File: config.mk
export PLATFORM = sky130hd
export DESIGN_NAME = srl32_seq
export DESIGN_NICKNAME = d
export VERILOG_FILES = /design/src/rtl/srl32_seq.sv
export SDC_FILE = /design/constraint.sdc
export NUM_CORES = 1
export LEC_CHECK = 0
export CORE_AREA = 5 5 76 78
export CTS_BUF_LIST = sky130_fd_sc_hd__clkbuf_16
export CTS_CLUSTER_DIAMETER = 50
export CTS_CLUSTER_SIZE = 12
export DETAILED_ROUTE_END_ITERATION = 7
export DIE_AREA = 0 0 81 83
export GPL_ROUTABILITY_DRIVEN = 0
export MAX_ROUTING_LAYER = met4
export PLACE_DENSITY = 0.86
export SYNTH_ARGS = -nofsm -noshare
export SYNTH_HDL_FRONTEND = slang
export SYNTH_SLANG_ARGS = --single-unit
File: constraint.sdc
create_clock -name clk -period 1.5 [get_ports clk]
set_clock_uncertainty 0.15 [all_clocks]
set_input_delay 0.225 -clock clk [delete_from_list [all_inputs] [get_ports clk]]
set_output_delay 0.225 -clock clk [all_outputs]
set_load 0.1 [all_outputs]
File: src/rtl/srl32_seq.sv
`default_nettype none
// +------------------------------------------------------------------+
// | srl32_seq: multi-cycle right shifter, one bit per clock,         |
// | logical/arithmetic fill, sticky carry-out.  Rev 1.0              |
// +------------------------------------------------------------------+
module srl32_seq #(
  parameter int WIDTH = 32,
  parameter int SHW   = 5
) (
  input  logic             clk,
  input  logic             rst,
  input  logic             start,
  input  logic [WIDTH-1:0] a,
  input  logic [SHW-1:0]   sh,
  input  logic             arith,
  output logic             busy,
  output logic             done,
  output logic [WIDTH-1:0] out,
  output logic             cout
);

  localparam logic [SHW-1:0] C_CNT_ONE = {{(SHW-1){1'b0}}, 1'b1};

  typedef enum logic [1:0] {
    S_IDLE  = 2'd0,
    S_SHIFT = 2'd1,
    S_DONE  = 2'd2
  } state_t;

  state_t           r_state;
  state_t           w_state_nxt;
  logic [SHW-1:0]   r_cnt;
  logic             r_mode;
  logic [WIDTH-1:0] r_out;
  logic             r_cout;

  always_ff @(posedge clk) begin
    if (rst) r_state <= S_IDLE;
    else     r_state <= w_state_nxt;
  end

  always_comb begin
    w_state_nxt = r_state;
    case (r_state)
      S_IDLE:  if (start) w_state_nxt = S_SHIFT;
      S_SHIFT: if (r_cnt == '0) w_state_nxt = S_DONE;
      S_DONE:  w_state_nxt = S_IDLE;
      default: w_state_nxt = S_IDLE;
    endcase
  end

  // Result and carry stay frozen outside SHIFT so they remain readable after DONE.
  always_ff @(posedge clk) begin
    if (rst) begin
      r_out  <= '0;
      r_cout <= 1'b0;
      r_cnt  <= '0;
      r_mode <= 1'b0;
    end else begin
      case (r_state)
        S_IDLE: begin
          if (start) begin
            r_out  <= a;
            r_cnt  <= sh;
            r_mode <= arith;
            r_cout <= 1'b0;
          end
        end
        S_SHIFT: begin
          if (r_cnt != '0) begin
            r_out  <= {(r_mode & r_out[WIDTH-1]), r_out[WIDTH-1:1]};
            r_cout <= r_cout | r_out[0];
            r_cnt  <= r_cnt - C_CNT_ONE;
          end
        end
        default: ;
      endcase
    end
  end

  assign busy = (r_state != S_IDLE);
  assign done = (r_state == S_DONE);
  assign out  = r_out;
  assign cout = r_cout;

endmodule
`default_nettype wire

==> flow_summary.json <==
{
  "status": "complete, but fails checks",
  "violations": "negative setup slack",
  "max_freq_mhz": 577,
  "min_path_type": "in -> reg",
  "grtUsageTotal_pct": 18.3,
  "io_pins": 76,
  "cts_buffer_depth": 2,
  "pwr-share-comb_pct": 55.3,
  "synth_compound_area_share_pct": 18.0,
  "dp_cells": 343,
  "clockRootBuffer": "clkbuf_16",
  "syn_nets": 236,
  "grt-ovfl-total": 0,
  "synth.avg_cell_area_um2": 9.71,
  "hold_viol_final": 0,
  "antennaDiodeCount": 0,
  "syn_to_final_growth_pct": 97.4,
  "wl_per_cell_um": 16.8,
  "hold_end": "r_cnt[2]",
  "r2r_end": "out[11]",
  "grt_pass1_vias": 1929,
  "crit_required_ns": 1.54,
  "insertion_delay_ns": 0.28,
  "stdcell_count": 361,
  "grt_max_degree": 21,
  "vias_per_cell": 5.18,
  "worst_slew_pin_slew_ns": 0.302,
  "path_clk_slew_ns": 0.06,
  "synth_mux_area_share_pct": 18.1,
  "setup_ws_ns": -0.233,
  "timing.hold.ws_ns": 0.209,
  "layout_commonest_cell": "buf_12",
  "finalNetCount": 333,
  "p_sw_share_pct": 43.2,
  "synth_edf_count": 0,
  "p_sw_w": 0.00245,
  "synthSimpleGateAreaFrac_pct": 13.8,
  "dpl.hpwl_mm": 4.07,
  "drt-total-wl_mm": 6.06,
  "path_max_fanout": 11,
  "endpoint_kind": "register",
  "layout_common_cells": "42 x buf_12, 39 x clkdlybuf4s50_1, 34 x mux2i_1, 28 x nor2_1, 25 x dfxtp_2",
  "min_period_ns": 1.73,
  "r2r_start": "r_cnt[0]",
  "relSlewSlack_pct": 79.8,
  "cts_buffers": 5,
  "fillers": 349,
  "topRoutingLayerUsed": "met4",
  "grt_pass1_wl_mm": 9.39,
  "ys.flop_type": "dfxtp_1",
  "max-cap-violations": 0,
  "num_rows": 26,
  "min_from": "rst",
  "cp-start-kind": "register",
  "h-tree-depth": 2,
  "cts.sinks": 41,
  "dieWidth_um": 81,
  "dr_wl_met2_mm": 3.03,
  "wl_met3_um": 427,
  "hold_depth": 3,
  "path_delay_family": "compound AO/OA/AOI/OAI gates",
  "detailedPlace.worstSlack_ns": -0.402,
  "critPathMaxStageDelay_ns": 0.34,
  "netlist_area_um2": 1880,
  "synth_cell_types": 29,
  "p_int_w": 0.00322,
  "dr_total_vias": 1870,
  "drv_slew": 0,
  "ys_seq_area_share_pct": 43.6,
  "io_buffers": 75,
  "synth_warnings": 0,
  "vdd_ir_drop_max_v": 0.000849,
  "dr.pass1.iters": 4,
  "die_area_um2": 6720,
  "drtIter0Drc": 69,
  "cp_cell_sequence": "inv_2, ha_4, nor4b_4, buf_4, o21bai_4, buf_12, nor2_1, a211oi_1",
  "worst_path_max_delay_cell": "dfxtp_2",
  "syn_inst": 194,
  "async_flop_share_pct": 0,
  "ys_ff_latch": 41,
  "crit_buf_inv": 3,
  "utilization_pct": 74.2,
  "synth_xor_area_share_pct": 0.465,
  "cp.arrival_ns": 1.77,
  "tritoncts": "yes",
  "pwr-share-clk_pct": 17.6,
  "antenna_found_initial": 0,
  "crit_type": "reg -> reg",
  "initial_core_util_pct": 37.6,
  "core-area_um2": 5010,
  "die_height_um": 83,
  "synth_top_family_by_area": "multiplexers",
  "drt-met1-wl_mm": 2.52,
  "power.leakage_nw": 1.59,
  "reg2reg_depth": 8,
  "ant_nets": 0,
  "seqPwrFrac_pct": 27.1,
  "setup_viol": 38,
  "synth_fa_ha_area_share_pct": 0.664,
  "drive_gt1_share_pct": 48.5,
  "power_density_nw_per_um2": 1530,
  "holdBufCountCts": 0,
  "fin_crit_sh_pct": 116,
  "rsz0062_at_grt": "true",
  "r2r_setup_slack_ns": -0.23,
  "drc_errors": 0
}
==> state kept, by name, indices dropped and copies added, names as in the netlist <==
register  flops
r_mode        1
r_state       2
cout          1
r_cnt         5
out          32
==> worst min-delay path, stage by stage <==
cell and delay, ns:
buf_2 0.13, nor2_1 0.11, a32o_1 0.14
==> area by class of cell <==
type                       count  area [um2]  share of cell area, %
timing repair buffer         105        1460                   39.2
clock buffer                   5         125                   3.37
multi-input combinational    135        1170                   31.5
sequential                    41         860                   23.1
tap                           70        87.6                   2.36
clock inverter                 2        7.51                  0.202
inverter                       3        11.3                  0.303
==> worst max path at each step <==
stage	slack, ns	startpoint	cells past startpoint	end
floorplan	-0.06	out[13]	2	out[12]
global placement	-0.31	start	6	out[27]
detailed placement	-0.40	start	6	out[16]
CTS	-0.18	r_cnt[1]	6	out[27]
global route	-0.31	r_cnt[1]	8	r_cnt[0]
finish	-0.23	r_cnt[0]	8	out[11]
==> power groups by stage <==
stage               Combinational (W)  Clock (W)  Sequential [W]
finish                        0.00314   0.000998         0.00154
global route                  0.00326    0.00107         0.00157
CTS                           0.00301    0.00101         0.00153
detailed placement            0.00286          0         0.00155
global placement              0.00281          0         0.00154
floorplan                    0.000765          0         0.00252
==> metal layers <==
| metal | global-route usage (%) | vias to the layer above |
|---|---|---|
| li1 | - | 900 |
| met3 | 5.84 | 10 |
| met2 | 30.5 | 75 |
| met1 | 20.8 | 885 |
| met5 | - | - |
| met4 | 5.22 | 0 |
==> metrics by stage <==
step	power, W	TNS [ns]	area [um2]
6_report	0.00568	-6.61	3720
5_1_grt	0.00590	-9.47	3720
4_1_cts	0.00554	-4.82	3600
3_5_place_dp	0.00440	-12.34	3330
3_3_place_gp	0.00435	-10.82	3330
2_1_floorplan	0.00329	-1.18	2020
==> cell families after synthesis <==
group | Yosys count
AOI/OAI and AO/OA | 45
xor gates and xnor gates | 1
adders and majority gates | 1
buffers and inverters | 19
DFF | 41
muxes | 34
and+or+nand+nor | 53
==> synth_stat cells, drive strengths merged (2+ instances only) <==
library cell  count  share of area [%]
buf              11                3.8
a32o              2                1.1
dfxtp            41                 44
inv               3               0.60
mux2i            34                 18
nor2b             2               0.66
nand3             2               0.53
nor3              2               0.53
a211oi           33                 13
nor3b             3                1.5
a21oi             4                1.1
nor2             37                7.4
clkbuf            5                1.0
o21ai             3               0.80
nand3b            2               0.80
o21bai            2                1.4
==> timing repair <==
action	4_1_cts	5_1_grt
gates resized for setup	17	19
pin swaps	4	5
endpoints found under the setup margin	40	39
gates cloned	2	0
buffers inserted	4	5
Note: power is estimated with default switching activity, not from simulation.
